[src/rtl/reg_port_arbiter_if.sv]
// Requester-side and register-file-side bus of reg_port_arbiter.
// Defining REG_ARB_LOCK_EN adds the per-requester lock vector.
interface reg_port_arbiter_if #(
    parameter int n    = 8,
    parameter int AW   = 5,
    parameter int NREQ = 3
);
    logic [NREQ-1:0]    req;
    logic [NREQ-1:0]    we_in;
    logic [NREQ*AW-1:0] addr_in;
    logic [NREQ*n-1:0]  wdata_in;
    logic [NREQ-1:0]    gnt;
    logic [NREQ-1:0]    rvalid;
    logic [n-1:0]       rdata;
    logic               busy;
    logic               reg_w;
    logic [AW-1:0]      reg_addr;
    logic [n-1:0]       reg_wdata;
    logic [n-1:0]       reg_rdata;
`ifdef REG_ARB_LOCK_EN
    logic [NREQ-1:0]    lock;
`endif

    modport slave (
`ifdef REG_ARB_LOCK_EN
        input  lock,
`endif
        input  req, we_in, addr_in, wdata_in, reg_rdata,
        output gnt, rvalid, rdata, busy, reg_w, reg_addr, reg_wdata
    );

    modport master (
`ifdef REG_ARB_LOCK_EN
        output lock,
`endif
        output req, we_in, addr_in, wdata_in, reg_rdata,
        input  gnt, rvalid, rdata, busy, reg_w, reg_addr, reg_wdata
    );
endinterface

[src/rtl/reg_port_arbiter.sv]
// Round-robin arbiter sharing the pMIPS register-file port among NREQ requesters.
// Define REG_ARB_LOCK_EN to let a granted requester hold top priority via lock[i].
module reg_port_arbiter #(
    parameter int n    = 8,
    parameter int AW   = 5,
    parameter int NREQ = 3
) (
    input logic               clk,
    input logic               nReset,
    reg_port_arbiter_if.slave bus
);
    localparam int PW = $clog2(NREQ);

    logic [PW-1:0]   ptr;
    logic [PW-1:0]   ptr_nxt;
    logic [PW-1:0]   idx;
    logic [PW-1:0]   win;
    logic            hit;
    logic [NREQ-1:0] gnt_c;
    logic [NREQ-1:0] rd_p1;
    logic [NREQ-1:0] rvalid_q;
    logic            reg_w_q;
    logic [AW-1:0]   reg_addr_q;
    logic [n-1:0]    reg_wdata_q;

    always_comb begin
        // NOTE: every always_comb output gets a default first so no path infers a latch.
        idx   = '0;
        win   = '0;
        hit   = 1'b0;
        gnt_c = '0;
        for (int off = 0; off < NREQ; off++) begin
            idx = PW'((int'(ptr) + off) % NREQ);
            if (!hit && bus.req[idx]) begin
                hit = 1'b1;
                win = idx;
            end
        end
        if (hit) gnt_c[win] = 1'b1;
    end

    always_comb begin
        ptr_nxt = ptr;
        if (hit) begin
`ifdef REG_ARB_LOCK_EN
            if (bus.lock[win]) ptr_nxt = win;
            else               ptr_nxt = (win == PW'(NREQ - 1)) ? '0 : win + 1'b1;
`else
            ptr_nxt = (win == PW'(NREQ - 1)) ? '0 : win + 1'b1;
`endif
        end
    end

    always_ff @(posedge clk or negedge nReset) begin
        if (!nReset) begin
            // NOTE: the read pipe is reset too, so reads in flight at reset never return.
            ptr         <= '0;
            reg_w_q     <= 1'b0;
            reg_addr_q  <= '0;
            reg_wdata_q <= '0;
            rd_p1       <= '0;
            rvalid_q    <= '0;
        end else begin
            // NOTE: state uses non-blocking assignments so all flops sample pre-edge values.
            ptr      <= ptr_nxt;
            reg_w_q  <= hit & bus.we_in[win];
            rd_p1    <= (hit && !bus.we_in[win]) ? gnt_c : '0;
            rvalid_q <= rd_p1;
            if (hit) begin
                reg_addr_q  <= bus.addr_in[int'(win)*AW +: AW];
                reg_wdata_q <= bus.wdata_in[int'(win)*n +: n];
            end
        end
    end

    assign bus.gnt       = nReset ? gnt_c : '0;
    assign bus.reg_w     = reg_w_q;
    assign bus.reg_addr  = reg_addr_q;
    assign bus.reg_wdata = reg_wdata_q;
    assign bus.rvalid    = rvalid_q;
    assign bus.rdata     = bus.reg_rdata;
    assign bus.busy      = (|rd_p1) | (|rvalid_q);
endmodule

[src/flat_wrapper.sv]
// flat-port wrapper written by rule: the top's interface ports become plain ports
module reg_port_arbiter_flat 
#(
    parameter int n    = 8,
    parameter int AW   = 5,
    parameter int NREQ = 3
)
  (clk, nReset, bus_req, bus_we_in, bus_addr_in, bus_wdata_in, bus_reg_rdata, bus_gnt, bus_rvalid, bus_rdata, bus_busy, bus_reg_w, bus_reg_addr, bus_reg_wdata);
  reg_port_arbiter_if #(.n(n), .AW(AW), .NREQ(NREQ)) bus_i ();
  input logic clk;
  input logic nReset;
  input wire logic [$bits(bus_i.req)-1:0] bus_req;
  input wire logic [$bits(bus_i.we_in)-1:0] bus_we_in;
  input wire logic [$bits(bus_i.addr_in)-1:0] bus_addr_in;
  input wire logic [$bits(bus_i.wdata_in)-1:0] bus_wdata_in;
  input wire logic [$bits(bus_i.reg_rdata)-1:0] bus_reg_rdata;
  output wire logic [$bits(bus_i.gnt)-1:0] bus_gnt;
  output wire logic [$bits(bus_i.rvalid)-1:0] bus_rvalid;
  output wire logic [$bits(bus_i.rdata)-1:0] bus_rdata;
  output wire logic [$bits(bus_i.busy)-1:0] bus_busy;
  output wire logic [$bits(bus_i.reg_w)-1:0] bus_reg_w;
  output wire logic [$bits(bus_i.reg_addr)-1:0] bus_reg_addr;
  output wire logic [$bits(bus_i.reg_wdata)-1:0] bus_reg_wdata;
  assign bus_i.req = bus_req;
  assign bus_i.we_in = bus_we_in;
  assign bus_i.addr_in = bus_addr_in;
  assign bus_i.wdata_in = bus_wdata_in;
  assign bus_i.reg_rdata = bus_reg_rdata;
  assign bus_gnt = bus_i.gnt;
  assign bus_rvalid = bus_i.rvalid;
  assign bus_rdata = bus_i.rdata;
  assign bus_busy = bus_i.busy;
  assign bus_reg_w = bus_i.reg_w;
  assign bus_reg_addr = bus_i.reg_addr;
  assign bus_reg_wdata = bus_i.reg_wdata;
  reg_port_arbiter #(.n(n), .AW(AW), .NREQ(NREQ)) u_core (.clk(clk), .nReset(nReset), .bus(bus_i));
endmodule
[config.mk]
export PLATFORM = sky130hd
export DESIGN_NAME = reg_port_arbiter_flat
export DESIGN_NICKNAME = d
export VERILOG_FILES = /design/src/rtl/reg_port_arbiter_if.sv /design/src/rtl/reg_port_arbiter.sv /design/src/flat_wrapper.sv
export SDC_FILE = /design/constraint.sdc
export NUM_CORES = 1
export LEC_CHECK = 0
export ABC_AREA = 1
export ABC_CLOCK_PERIOD_IN_PS = 2400
export BUFFER_PORTS_ARGS = -buffer_cell sky130_fd_sc_hd__clkbuf_2
export CAP_MARGIN = 20
export CORE_ASPECT_RATIO = 1.5
export CORE_UTILIZATION = 45
export DETAILED_ROUTE_END_ITERATION = 8
export PLACE_DENSITY = 0.8
export RECOVER_POWER = 100
export REMOVE_ABC_BUFFERS = 1
export SLEW_MARGIN = 15
export SYNTH_ARGS = -nofsm -noshare
export SYNTH_HDL_FRONTEND = slang
export SYNTH_SLANG_ARGS = --single-unit
export TNS_END_PERCENT = 1
[constraint.sdc]
create_clock -name clk -period 2.4 [get_ports clk]
set_input_delay 0.12 -clock clk [delete_from_list [all_inputs] [get_ports clk]]
set_output_delay 0.12 -clock clk [all_outputs]
set_load 0.03 [all_outputs]
==> results of run 1 <==
-- flip-flops by register name, summed over array words and instances (netlist names) --
name and cells:
u_core.rd_p1 3, u_core.ptr 2, u_core.bus.reg_addr 5, u_core.bus.reg_w 1, u_core.bus.reg_wdata 8, u_core.bus.rvalid 3
-- tightest hold or removal path, stage by stage --
cell and delay [ns]:
clkbuf_2 0.07, nand2_1 0.04, nand3_1 0.06
-- layout make-up --
cell class / instances / area [µm²]
sequential: 22 / 551
tap: 40 / 50.0
multi-input combinational: 148 / 862
inverter: 15 / 61.3
clock inverter: 1 / 30.0
fill: 281 / 1240
clock buffer: 3 / 41.3
timing repair buffer: 77 / 390
-- logic make-up after synthesis --
family	count (synthesis)	share of synthesized area, %
AOI/OAI and AO/OA	28	11.3
adders and majority gates	4	3.21
buffers and inverters	30	12.0
DFF	22	35.3
and+or+nand+nor	116	38.1
-- repair_timing --
item,in CTS,in global routing
endpoints found under the hold margin,22,0
resized for setup,4,6
setup buffers,1,1
pin swaps,1,0
setup endpoints to repair,2,12
hold buffers,1,0
-- synth_stat cells, types with 2 or more instances --
master and number:
nand2_4 5, ha_1 4, a22oi_1 2, buf_4 10, nand3_1 20, o21ai_0 2
a21oi_2 7, nor2_1 19, nand2_2 9, buf_6 2, nand2_1 50, inv_1 9
dfrtp_1 22, inv_2 5, nand3_2 6, nor3_1 2, a21oi_1 14, nor2_4 2
-- worst paths after layout --
check / to / slack, ns / cells after the start
worst max-delay path: bus_gnt[0] / 0.13 / 14
worst min-delay path: u_core.bus.reg_addr[0]$_DFFE_PN0N_ / 0.06 / 3
worst max register to register: u_core.rd_p1[2]$_DFF_PN0_ / 0.15 / 15
worst min register to register: u_core.bus.rvalid[0]$_DFF_PN0_ / 0.38 / 0
max in group asynchronous: u_core.bus.reg_wdata[3]$_DFFE_PN0N_ / 1.79 / 3
min in group asynchronous: u_core.bus.rvalid[1]$_DFF_PN0_ / 0.37 / 3
-- cell usage in the layout, fill, tap and decap left out, types with 2 or more instances in the layout --
cell      Yosys  final
ha_4          0      2
ha_1          4      2
nand2_1      50     49
nand3_2       6      6
nor2_4        2      3
clkbuf_2      0     49
clkbuf_1      1     18
dfrtp_1      22     22
buf_4        10      9
a21oi_2       7      7
a21oi_1      14     14
nand2_4       5      4
inv_1         9      9
clkbuf_8      0      3
inv_2         5      5
a22oi_1       2      2
nor3_1        2      2
nand3_1      20     20
nor2_1       19     19
nand2_2       9     10
o21ai_1       1      2
-- layer usage --
metal	vias up	routed length (µm)	track usage, %	part of all wire [%]
met5	-	0	0	0
met4	0	46	6.67	1.1
met3	6	259	5.52	6.5
met2	55	2060	37.2	51
met1	714	1650	26.5	41
li1	772	-	-	-
-- per-stage QoR --
step	util (%)	setup WS, ns
4_1_cts	61.2	0.0341
2_1_floorplan	-	0.128
3_5_place_dp	58.1	0.181
5_1_grt	61.6	-0.0238
3_3_place_gp	58.1	0.240
6_report	61.6	0.133
==> results_dict.tcl, run 1 <==
set metrics [dict create \
    worst_slew_pin_slew_ns 0.409 \
    antenna_found_initial 0 \
    firstDrtPassIters 4 \
    ys_types 28 \
    fin_area_um2 1990 \
    path_clk_slew_ns 0.08 \
    min-delay-path-class "in -> reg" \
    grt_pass1_vias 1461 \
    crit_chain "inv_1 -> ha_4 -> inv_2 -> nand2_1 -> nand3_1 -> nand2_1 -> nand3_1 -> nand2_1 -> inv_1 -> nand2_4 -> nor2_4 -> nand2_2 -> nor2_1 -> buf_4" \
    n_antenna_cell 0 \
    fp.dieH_um 74.1 \
    dp_hpwl_um 2970 \
    worstSetupStartpointType "register" \
    synth_top_area_share_pct 35.3 \
    syn_area_um2 1560 \
    cp_common_cell "nand2_1" \
    synth.largest_area_cell "dfrtp_1" \
    synth-edff-count 0 \
    drv_cap 0 \
    max_stage_delay_ns 0.39 \
    vias_per_cell 5.06 \
    arrival_ns 2.15 \
    ys_ff_latch 22 \
    fin_skew_ns 0.00449 \
    relSlewSlack_pct 72.9 \
    gr-total-overflow 0 \
    cts_tree "done" \
    clock-sinks 22 \
    placed_cells 299 \
    cp_top_family "simple AND/OR/NAND/NOR gates" \
    synthFlopType "dfrtp_1" \
    synthToLayoutAreaGrowth_pct 27.4 \
    clock_latency_ns 0.26 \
    startpoint "u_core.ptr[0]$_DFFE_PN0N_" \
    start_util_pct 48.4 \
    synth.avg_cell_area_um2 7.79 \
    final-hold-violation-count 0 \
    htree_num_levels 1 \
    dr.first_iter.drc_count 49 \
    synthTopCellsByArea "dfrtp_1 35%, nand2_1 12%, nand3_1 6.4%" \
    setup_violations 0 \
    synthCells 200 \
    fmax_mhz 441 \
    regToRegStartpoint "u_core.ptr[0]$_DFFE_PN0N_" \
    track_usage_pct 21.7 \
    layout-drive-gt1-share_pct 38.7 \
    yosysSeqAreaShare_pct 35.3 \
    crit_type "reg -> out" \
    ant_nets 0 \
    die_w_um 50.1 \
    fin_tns_setup_ns 0 \
    wirelength_um 4010 \
    num_rows 25 \
    fin_crit_sh_pct 94.5 \
    drc 0 \
    dieArea_um2 3710 \
    holdWs_ns 0.0617 \
    path_max_fanout 7 \
    vias 1547 \
    place.gp.congestion 0.878 \
    placed_cell_area_um2 1870 \
    required_ns 2.28 \
    grt_pass1_wl_um 6180 \
    crit_buf_inv 4 \
    clockBufferDepth 2 \
    numCtsBuffers 3 \
    wl_per_cell_um 13.1 \
    fin_cells 306 \
    core-area_um2 3220 \
    ios 84 \
    drv_slew 0 \
    synthArstFlopShare_pct 100 \
    grt_max_degree 24 \
    min-delay-start "bus_addr_in[0]" \
    nets 326 \
    io_buffers 67 \
    yosys_warnings 0 \
    cts_root_buffer "clkbuf_8" \
    cp-end-kind "primary output" \
    crit_slowest_cell "dfrtp_1" \
    run_status "completed" \
    period_minus_slack_ns 2.27 \
]
Power of run 1 is left out: the tool's default activity adds up to more than one toggle a clock period on the data nets, which glitch-free logic cannot reach.
==> run 2: changes to the inputs <==
Settings changed: ABC_CLOCK_PERIOD_IN_PS 2400 to 2910, CORE_UTILIZATION 45 to 48, GPL_ROUTABILITY_DRIVEN set to 0, PLACE_DENSITY 0.8 to 0.85.
Clock period 2.4 ns to 2.91 ns, I/O delays scaled along.
==> results_dict.tcl, run 2 (synthesized netlist as in run 1, its figures left out) <==
set metrics [dict create \
    run_status "completed" \
    die_w_um 48.5 \
    htree_num_levels 1 \
    numCtsBuffers 3 \
    fill_cells 324 \
    clockBufferDepth 2 \
    n_antenna_cell 0 \
    cp-end-kind "primary output" \
    drv_cap 0 \
    cts_root_buffer "clkbuf_8" \
    required_ns 2.76 \
    grt_max_degree 24 \
    rsz0062_at_grt "false" \
    wirelength_um 3880 \
    final-hold-violation-count 0 \
    grtUsageMet3_pct 4.88 \
    final_common_cell "nand2_1" \
    relSlewSlack_pct 19.3 \
    crit_slowest_cell "ha_1" \
    core-area_um2 3130 \
    layout-drive-gt1-share_pct 33.7 \
    clock-sinks 22 \
    fp.dieH_um 71.8 \
    gr-max-usage-layer "met2" \
    synthToLayoutAreaGrowth_pct 20.0 \
    io_buffers 67 \
    track_usage_pct 22.5 \
    dr.first_iter.drc_count 31 \
    ios 84 \
    grt_pass1_vias 1462 \
    clock_latency_ns 0.26 \
    ant_nets 0 \
    grt_pass1_wl_um 6070 \
    setup_violations 0 \
    period_minus_slack_ns 2.69 \
    crit_chain "inv_1 -> ha_1 -> inv_2 -> nand2_1 -> nand3_2 -> nand2_2 -> nand3_2 -> nand3_2 -> nand2_8 -> nand2_1 -> nor2_1 -> clkbuf_2" \
    nets 318 \
    vias_per_cell 5.23 \
    cp_top_family "simple AND/OR/NAND/NOR gates" \
    cp_common_cell "nand3_2" \
    wl_per_cell_um 13.0 \
    fin_crit_sh_pct 92.6 \
    gr-total-overflow 0 \
    crit_buf_inv 3 \
    dieArea_um2 3480 \
    cts_tree "done" \
    drc 0 \
    max_stage_delay_ns 0.40 \
    antenna_found_initial 0 \
    fin_tns_setup_ns 0 \
    worst_slew_pin_slew_ns 1.21 \
    arrival_ns 2.55 \
    use_met1_pct 22.7 \
    largest_reg_flops 8 \
    holdWs_ns 0.0877 \
    layout_common_cells "51 x nand2_1, 46 x clkbuf_2, 22 x dfrtp_1" \
    path_clk_slew_ns 0.08 \
    firstDrtPassIters 4 \
    fin_skew_ns 0.00351 \
    worstSetupStartpointType "register" \
    finalCoreUtilization_pct 59.8 \
    min-delay-path-class "in -> reg" \
    vias 1558 \
    crit_type "reg -> out" \
    drv_slew 0 \
    grt_util_met2_pct 43.3 \
    postCtsSetupBuffers 0 \
    num_rows 25 \
    dp_hpwl_um 3000 \
    path_max_fanout 15 \
    fmax_mhz 371 \
    start_util_pct 49.8 \
]
[run 2: changes by cell type in the layout (fill, tap and decap cells not counted), moves of 2 or more]
cell / before / now
buf_4: 9 / 1
ha_4: 2 / 0
nand2_2: 10 / 8
clkbuf_2: 49 / 46
clkbuf_1: 18 / 21
ha_1: 2 / 4
nand2_1: 49 / 51
[run 2: what timing repair did]
item	CTS	global route
endpoints found under the setup margin	0	1
endpoints found under the hold margin	22	0
resized for setup	0	1
hold buffers	1	0
[run 2: layer usage]
metal | wire length (µm) | part of all wire (%)
met5 | 0 | 0
met4 | 86 | 2.2
met3 | 211 | 5.4
met2 | 2190 | 56
met1 | 1390 | 36
[run 2: worst min-delay path, cell delays in order]
cell	delay (ns)
clkbuf_2	0.07
nand2_1	0.04
nand3_1	0.06
[run 2: path summary, 6_finish.rpt]
| check | slack [ns] | cells after the start | end | startpoint |
|---|---|---|---|---|
| min in group asynchronous | 0.66 | 2 | u_core.rd_p1[0]$_DFF_PN0_ | nReset |
| setup reg to reg | 0.56 | 14 | u_core.rd_p1[1]$_DFF_PN0_ | u_core.ptr[0]$_DFFE_PN0N_ |
| hold / removal | 0.09 | 3 | u_core.bus.reg_addr[0]$_DFFE_PN0N_ | bus_addr_in[0] |
| max in group asynchronous | 1.53 | 2 | u_core.bus.reg_wdata[6]$_DFFE_PN0N_ | nReset |
| setup / recovery | 0.22 | 12 | bus_gnt[0] | u_core.ptr[0]$_DFFE_PN0N_ |
| hold reg to reg | 0.38 | 0 | u_core.bus.rvalid[0]$_DFF_PN0_ | u_core.rd_p1[0]$_DFF_PN0_ |
[run 2: area by class of cell]
cell class	count	area, µm²	share of cell area [%]
timing repair buffer	69	327	17.5
inverter	15	61.3	3.28
clock buffer	4	55.1	2.94
sequential	22	551	29.4
tap	40	50.0	2.68
multi-input combinational	148	827	44.2
[run 2: metrics by stage]
stage          cell area [µm²]  setup WS, ns  cells
2_1_floorplan             1430         0.612    185
6_report                  1870         0.216    298
5_1_grt                   1870        0.0154    298
3_3_place_gp              1830         0.558    293
3_5_place_dp              1830         0.489    293
4_1_cts                   1890         0.181    298
Power of run 2 is left out for the same reason.
